[src/rtl/seq_match_pkg.sv]
// State encodings and index sizing shared by the pattern-matching FSM and its pattern store.
package seq_match_pkg;

  localparam int STATE_W = 2;

  localparam logic [STATE_W-1:0] ST_IDLE  = 2'd0;
  localparam logic [STATE_W-1:0] ST_SEEK  = 2'd1;
  localparam logic [STATE_W-1:0] ST_TRACK = 2'd2;

  // Wide enough to hold every length 0..depth and every index 0..depth-1.
  function automatic int idx_width(input int depth);
    return $clog2(depth + 1);
  endfunction

endpackage

[src/rtl/seq_pat_store.sv]
// Pattern, length and overlap registers with their load path.
// Loads take effect the cycle after i_ld; symbol lookups are combinational.
module seq_pat_store
  import seq_match_pkg::*;
#(
  parameter  int WIDTH = 1,
  parameter  int DEPTH = 4,
  localparam int LW    = idx_width(DEPTH)
) (
  input  logic                   i_clk,
  input  logic                   i_rst_n,
  input  logic                   i_ld,
  input  logic [LW-1:0]          i_len,
  input  logic [DEPTH*WIDTH-1:0] i_pat,
  input  logic                   i_ovl,
  input  logic [LW-1:0]          i_idx,
  output logic [WIDTH-1:0]       o_pat_idx,
  output logic [WIDTH-1:0]       o_pat0,
  output logic [LW-1:0]          o_len,
  output logic                   o_ovl,
  output logic                   o_len_ok,
  output logic                   o_cfg_len_bad
);

  logic [WIDTH-1:0] r_pat [DEPTH];
  logic [LW-1:0]    r_len;
  logic             r_ovl;

  always_ff @(posedge i_clk) begin
    if (!i_rst_n) begin
      for (int k = 0; k < DEPTH; k++) r_pat[k] <= '0;
      r_len <= '0;
      r_ovl <= 1'b0;
    end else if (i_ld) begin
      for (int k = 0; k < DEPTH; k++) r_pat[k] <= i_pat[k*WIDTH +: WIDTH];
      r_len <= i_len;
      r_ovl <= i_ovl;
    end
  end

  always_comb begin
    o_pat_idx = r_pat[0];
    for (int k = 1; k < DEPTH; k++) begin
      if (i_idx == LW'(k)) o_pat_idx = r_pat[k];
    end
  end

  assign o_pat0        = r_pat[0];
  assign o_len         = r_len;
  assign o_ovl         = r_ovl;
  assign o_len_ok      = (r_len != '0) && (r_len <= LW'(DEPTH));
  // An out-of-range length still loads; the caller flags it as a config error.
  assign o_cfg_len_bad = (i_len == '0) || (i_len > LW'(DEPTH));

endmodule

[src/rtl/seq_match_fsm.sv]
// Run-time programmable symbol-pattern detector with hit pulse, sticky flag and saturating count.
// Hit is registered 1 clk after the final matching symbol; in_vld qualifies input, no backpressure.
module seq_match_fsm
  import seq_match_pkg::*;
#(
  parameter  int WIDTH = 1,
  parameter  int DEPTH = 4,
  parameter  int CNT_W = 8,
  localparam int LW    = idx_width(DEPTH)
) (
  input  logic                   clk,
  input  logic                   rst_n,
  input  logic                   en,
  input  logic                   cfg_wr,
  input  logic [LW-1:0]          cfg_len,
  input  logic [DEPTH*WIDTH-1:0] cfg_pat,
  input  logic                   cfg_overlap,
  input  logic                   in_vld,
  input  logic [WIDTH-1:0]       in_dat,
  input  logic                   clr,
  output logic                   hit,
  output logic                   flag,
  output logic [CNT_W-1:0]       hit_cnt,
  output logic                   busy,
  output logic                   cfg_err
);

  logic [STATE_W-1:0] r_state;
  logic [STATE_W-1:0] w_nstate;
  logic [LW-1:0]      r_idx;
  logic [LW-1:0]      w_nidx;
  logic [LW-1:0]      w_idx_inc;
  logic [LW-1:0]      w_restart;
  logic [LW-1:0]      w_len;
  logic [WIDTH-1:0]   w_pat_idx;
  logic [WIDTH-1:0]   w_pat0;
  logic               w_ovl;
  logic               w_len_ok;
  logic               w_cfg_len_bad;
  logic               w_cfg_ld;
  logic               w_active;
  logic               w_eq;
  logic               w_eq0;
  logic               w_last;
  logic               w_match;
  logic               r_hit;
  logic               r_flag;
  logic               r_cfg_err;
  logic [CNT_W-1:0]   r_cnt;

  assign w_cfg_ld = cfg_wr && (r_state == ST_IDLE) && !en;

  seq_pat_store #(
    .WIDTH (WIDTH),
    .DEPTH (DEPTH)
  ) u_store (
    .i_clk         (clk),
    .i_rst_n       (rst_n),
    .i_ld          (w_cfg_ld),
    .i_len         (cfg_len),
    .i_pat         (cfg_pat),
    .i_ovl         (cfg_overlap),
    .i_idx         (r_idx),
    .o_pat_idx     (w_pat_idx),
    .o_pat0        (w_pat0),
    .o_len         (w_len),
    .o_ovl         (w_ovl),
    .o_len_ok      (w_len_ok),
    .o_cfg_len_bad (w_cfg_len_bad)
  );

  assign w_active  = (r_state == ST_SEEK) || (r_state == ST_TRACK);
  assign w_idx_inc = r_idx + 1'b1;
  assign w_eq      = (in_dat == w_pat_idx);
  assign w_eq0     = (in_dat == w_pat0);
  assign w_last    = (w_idx_inc == w_len);
  // Naive restart: only pat[0] is re-tested; a length-1 pattern never leaves index 0.
  assign w_restart = (w_eq0 && (w_len != LW'(1))) ? LW'(1) : '0;
  assign w_match   = w_active && en && in_vld && w_eq && w_last;

  always_comb begin
    w_nstate = r_state;
    w_nidx   = r_idx;
    case (r_state)
      ST_IDLE: begin
        w_nidx = '0;
        if (en && w_len_ok) w_nstate = ST_SEEK;
      end
      ST_SEEK, ST_TRACK: begin
        if (!en) begin
          w_nstate = ST_IDLE;
          w_nidx   = '0;
        end else if (in_vld) begin
          if (w_eq && !w_last)     w_nidx = w_idx_inc;
          else if (w_eq && !w_ovl) w_nidx = '0;
          else                     w_nidx = w_restart;
          w_nstate = (w_nidx == '0) ? ST_SEEK : ST_TRACK;
        end
      end
      default: begin
        w_nstate = ST_IDLE;
        w_nidx   = '0;
      end
    endcase
  end

  always_ff @(posedge clk) begin
    if (!rst_n) begin
      r_state   <= ST_IDLE;
      r_idx     <= '0;
      r_hit     <= 1'b0;
      r_flag    <= 1'b0;
      r_cnt     <= '0;
      r_cfg_err <= 1'b0;
    end else begin
      r_state   <= w_nstate;
      r_idx     <= w_nidx;
      r_hit     <= w_match;
      r_flag    <= w_match || (r_flag && !clr);
      r_cfg_err <= cfg_wr && (!w_cfg_ld || w_cfg_len_bad);
      if (clr)                           r_cnt <= CNT_W'(w_match);
      else if (w_match && (r_cnt != '1)) r_cnt <= r_cnt + 1'b1;
    end
  end

  assign hit     = r_hit;
  assign flag    = r_flag;
  assign hit_cnt = r_cnt;
  assign busy    = (r_state != ST_IDLE);
  assign cfg_err = r_cfg_err;

endmodule

[config.mk]
export PLATFORM = sky130hd
export DESIGN_NAME = seq_match_fsm
export DESIGN_NICKNAME = d
export VERILOG_FILES = /design/src/rtl/seq_match_pkg.sv /design/src/rtl/seq_pat_store.sv /design/src/rtl/seq_match_fsm.sv
export SDC_FILE = /design/constraint.sdc
export NUM_CORES = 1
export LEC_CHECK = 0
export CAP_MARGIN = 20
export CORE_AREA = 2 2 74 76
export CTS_BUF_LIST = sky130_fd_sc_hd__clkbuf_4
export DETAILED_ROUTE_END_ITERATION = 12
export DIE_AREA = 0 0 76 78
export PLACE_DENSITY_LB_ADDON = 0.2
export SLEW_MARGIN = 20
export SYNTH_ARGS = -nofsm -noshare
export SYNTH_HDL_FRONTEND = slang
export SYNTH_SLANG_ARGS = --single-unit
[constraint.sdc]
create_clock -name clk -period 1.9 [get_ports clk]
set_input_delay 0.38 -clock clk [delete_from_list [all_inputs] [get_ports clk]]
set_output_delay 0.38 -clock clk [all_outputs]
set_load 0.005 [all_outputs]
==> results.cfg <==
[critical_path]
reg2reg_to = r_state[1]$_SDFFE_PN0P_
r2r-start = r_idx[1]$_SDFFE_PN0P_
endpoint_kind = flip-flop
cp-start-kind = flip-flop
r2r_cells = 10
cp_max_fo = 4
required_ps = 2100
criticalPathCategory = flip-flop to flip-flop
r2r_setup_slack_ps = -70
worstPathArrival_ps = 2160

[place]
dp_hpwl_um = 2790
routabilityCongestion = 0.792
numPortBuffers = 26
placed_area_um2 = 2020

[run_status]
outcome = finished with violations
violations = setup timing

[global_route]
grt_pass1_vias = 1463
grt_max_degree = 14
grt_usage_pct = 14.5
grt_pass1_wl_um = 7040
antenna_found_initial = 0
gr-total-overflow = 0

[detailed_routing]
drc_errors = 0
wirelength_um = 3960
met3WireLength_um = 103
wl_per_cell_um = 13.6
met1_length_um = 1870
first_pass_iters = 4
ant_nets = 0
num_vias = 1418
drt-initial-drc-count = 49
route.met2.wl_um = 1940
vias_per_cell = 4.86
top_layer_used = met4

[sta]
slew_violations = 0
fmax_mhz = 509
worst_slew_pin_slew_ps = 562
post-route-period-util_pct = 103
relSlewSlack_pct = 62.1
setup_viol = 9
rsz0062_at_grt = yes
finalClockSkew_ps = 2.36
finalCriticalPeriod_ps = 1970
worst_slack_ps = -65.1
hold_violations = 0

[floorplanning]
core_area_um2 = 5040
initial_core_util_pct = 29.3
die_height_um = 78
die_w_um = 76
die_area_um2 = 5930
io_pins = 27
rows = 26

[clock_network]
cts_sinks = 24
cts-root-buf = clkbuf_4
cts_max_level = 1
tritoncts = done
cts_hold_buffers = 0
path_clk_slew_ps = 140
cts_made_buffers = 3
cts_buffer_depth = 2
insertion_delay_ps = 310

[pwr]
comb_power_share_pct = 38.9
total_power_w = 0.00137
clock_power_share_pct = 18.6
switching_share_pct = 32.0
peakVddDrop_mv = 0.374
powerDensity_nw_per_um2 = 567
power_leakage_nw = 0.903
power_frac_seq_pct = 42.5
power_switching_w = 0.000437
intPower_w = 0.000928

[cells_and_area]
utilization_pct = 47.8
drive_gt1_share_pct = 36.5
multi_input_area_um2 = 1170
design_area_um2 = 2410
final_common_cell = buf_4
fill_cells = 481
antenna_cells = 0
area.sequential_um2 = 531
syn2layout_area_growth_pct = 63.0
final_nets = 245
mostFrequentLayoutCells = buf_4 (29), clkdlybuf4s50_1 (25), nand2_1 (16), dfxtp_1 (16), buf_6 (7)

[synth]
yosysWarnings = 0
synth_flop_cell = dfxtp_1
syn_avg_cell_area_um2 = 9.41
synth_top_cell_by_area = dfxtp_1
yosysSeqAreaShare_pct = 35.2
ys_ff_latch = 24
synth_edf_count = 4
syn_nets = 179
yosysUniqueCellTypes = 52
ys_top_cells_by_area = dfxtp_1 (27%), edfxtp_1 (8.1%), ha_1 (5.9%)
synthArstFlopShare_pct = 0
netlist_instances = 157
syn-cell-area_um2 = 1480
synth.top_cell.area_share_pct = 27.1

[worst_hold_path]
worst_hold_path.endpoint = flag$_SDFF_PN0_
hp-start = flag$_SDFF_PN0_
hold_class = flip-flop to flip-flop
hold_depth = 1

[job]
max_cap_violations = 0
## Yosys cell counts, drive strengths merged (2+ instances only)
library cell,number
nand2,16
o21ai,4
nor3b,3
inv,8
dfxtp,20
mux2i,6
nor4,2
nand2b,6
nand4,2
xnor2,4
ha,7
o211a,2
o211ai,3
nor3,6
nand3b,5
nor2,6
edfxtp,4
and3,3
nand3,4
nand4b,4
nor2b,3
a21oi,5
o41ai,3
clkbuf,2
a22o,4
and2,6
or2,2
## logic make-up (layout without fill, tap and decap cells)
group                      count (synthesis)  after routing  synth area share, %
AOI/OAI and AO/OA                         31             32                 16.5
xor gates and xnor gates                   5              5                 2.96
adders and majority gates                  7              7                 5.93
buffers and inverters                     11             75                 2.79
DFF                                       24             24                 35.2
muxes                                      6              6                 4.06
and+or+nand+nor                           73             73                 32.5
## repair_timing
action / 4_1_cts / 5_1_grt
pin swaps: 10 / 13
buffers inserted: 8 / 5
gates resized for setup: 36 / 16
cloned: 1 / 0
endpoints found under the setup margin: 16 / 15
## power groups by stage
| stage | Clock, W | Combinational, W | Sequential [W] |
|---|---|---|---|
| global route | 0.000284 | 0.000582 | 0.000587 |
| finish | 0.000254 | 0.000531 | 0.000581 |
| CTS | 0.000264 | 0.000496 | 0.000579 |
| detailed placement | 0 | 0.000391 | 0.000587 |
| floorplan | 0 | 0.000234 | 0.000582 |
| global placement | 0 | 0.000380 | 0.000588 |
## cell type report
type / count / share of cell area, %
sequential: 24 / 22.0
multi-input combinational: 123 / 48.5
timing repair buffer: 62 / 23.2
tap: 70 / 3.64
inverter: 9 / 1.40
clock buffer: 4 / 1.25
## stage by stage
| stage | setup TNS, ps | std cells | setup slack [ps] | hold WS [ps] |
|---|---|---|---|---|
| floorplan | 0 | 157 | 0.316 | 434 |
| global placement | -3120 | 274 | -267 | 438 |
| CTS | -248 | 287 | -92.2 | 478 |
| global route | -1690 | 292 | -190 | 494 |
| detailed placement | -4060 | 274 | -373 | 438 |
| finish | -404 | 292 | -65.1 | 473 |
## metal layers
layer / GRT usage, % / vias up
li1: - / 717
met1: 19.2 / 680
met2: 24.6 / 17
met3: 1.63 / 4
met4: 4.73 / 0
met5: 0 / -
## flip-flops by register name, indices dropped and copies added (netlist names)
name	cells
hit	1
u_store.o_ovl	1
u_store.o_len	3
hit_cnt	8
r_state	2
flag	1
cfg_err	1
u_store.r_pat	4
r_idx	3
## worst max-delay path, cell delays in order (launching register included)
cell and delay (ps):
dfxtp_4 390, ha_4 160, ha_4 290, xnor2_4 120
nor3_4 70, buf_4 150, buf_6 110, and2_4 150
buf_6 110, o211ai_1 170, o211ai_1 120
## how the worst max path moves through the flow
stage                          startpoint                      end  slack, ps  depth (start not counted)
floorplan           r_idx[0]$_SDFFE_PN0P_  r_state[0]$_SDFFE_PN0P_        0.3                          7
global placement                   in_dat  r_state[0]$_SDFFE_PN0P_       -270                          6
detailed placement                 in_dat  r_state[0]$_SDFFE_PN0P_       -370                          6
CTS                 r_idx[1]$_SDFFE_PN0P_  hit_cnt[7]$_SDFFE_PP0P_        -90                          7
global route        r_idx[0]$_SDFFE_PN0P_  hit_cnt[3]$_SDFFE_PP0P_       -190                          8
finish              r_idx[1]$_SDFFE_PN0P_  r_state[1]$_SDFFE_PN0P_        -70                         10
(Power assumes the default switching activity.)
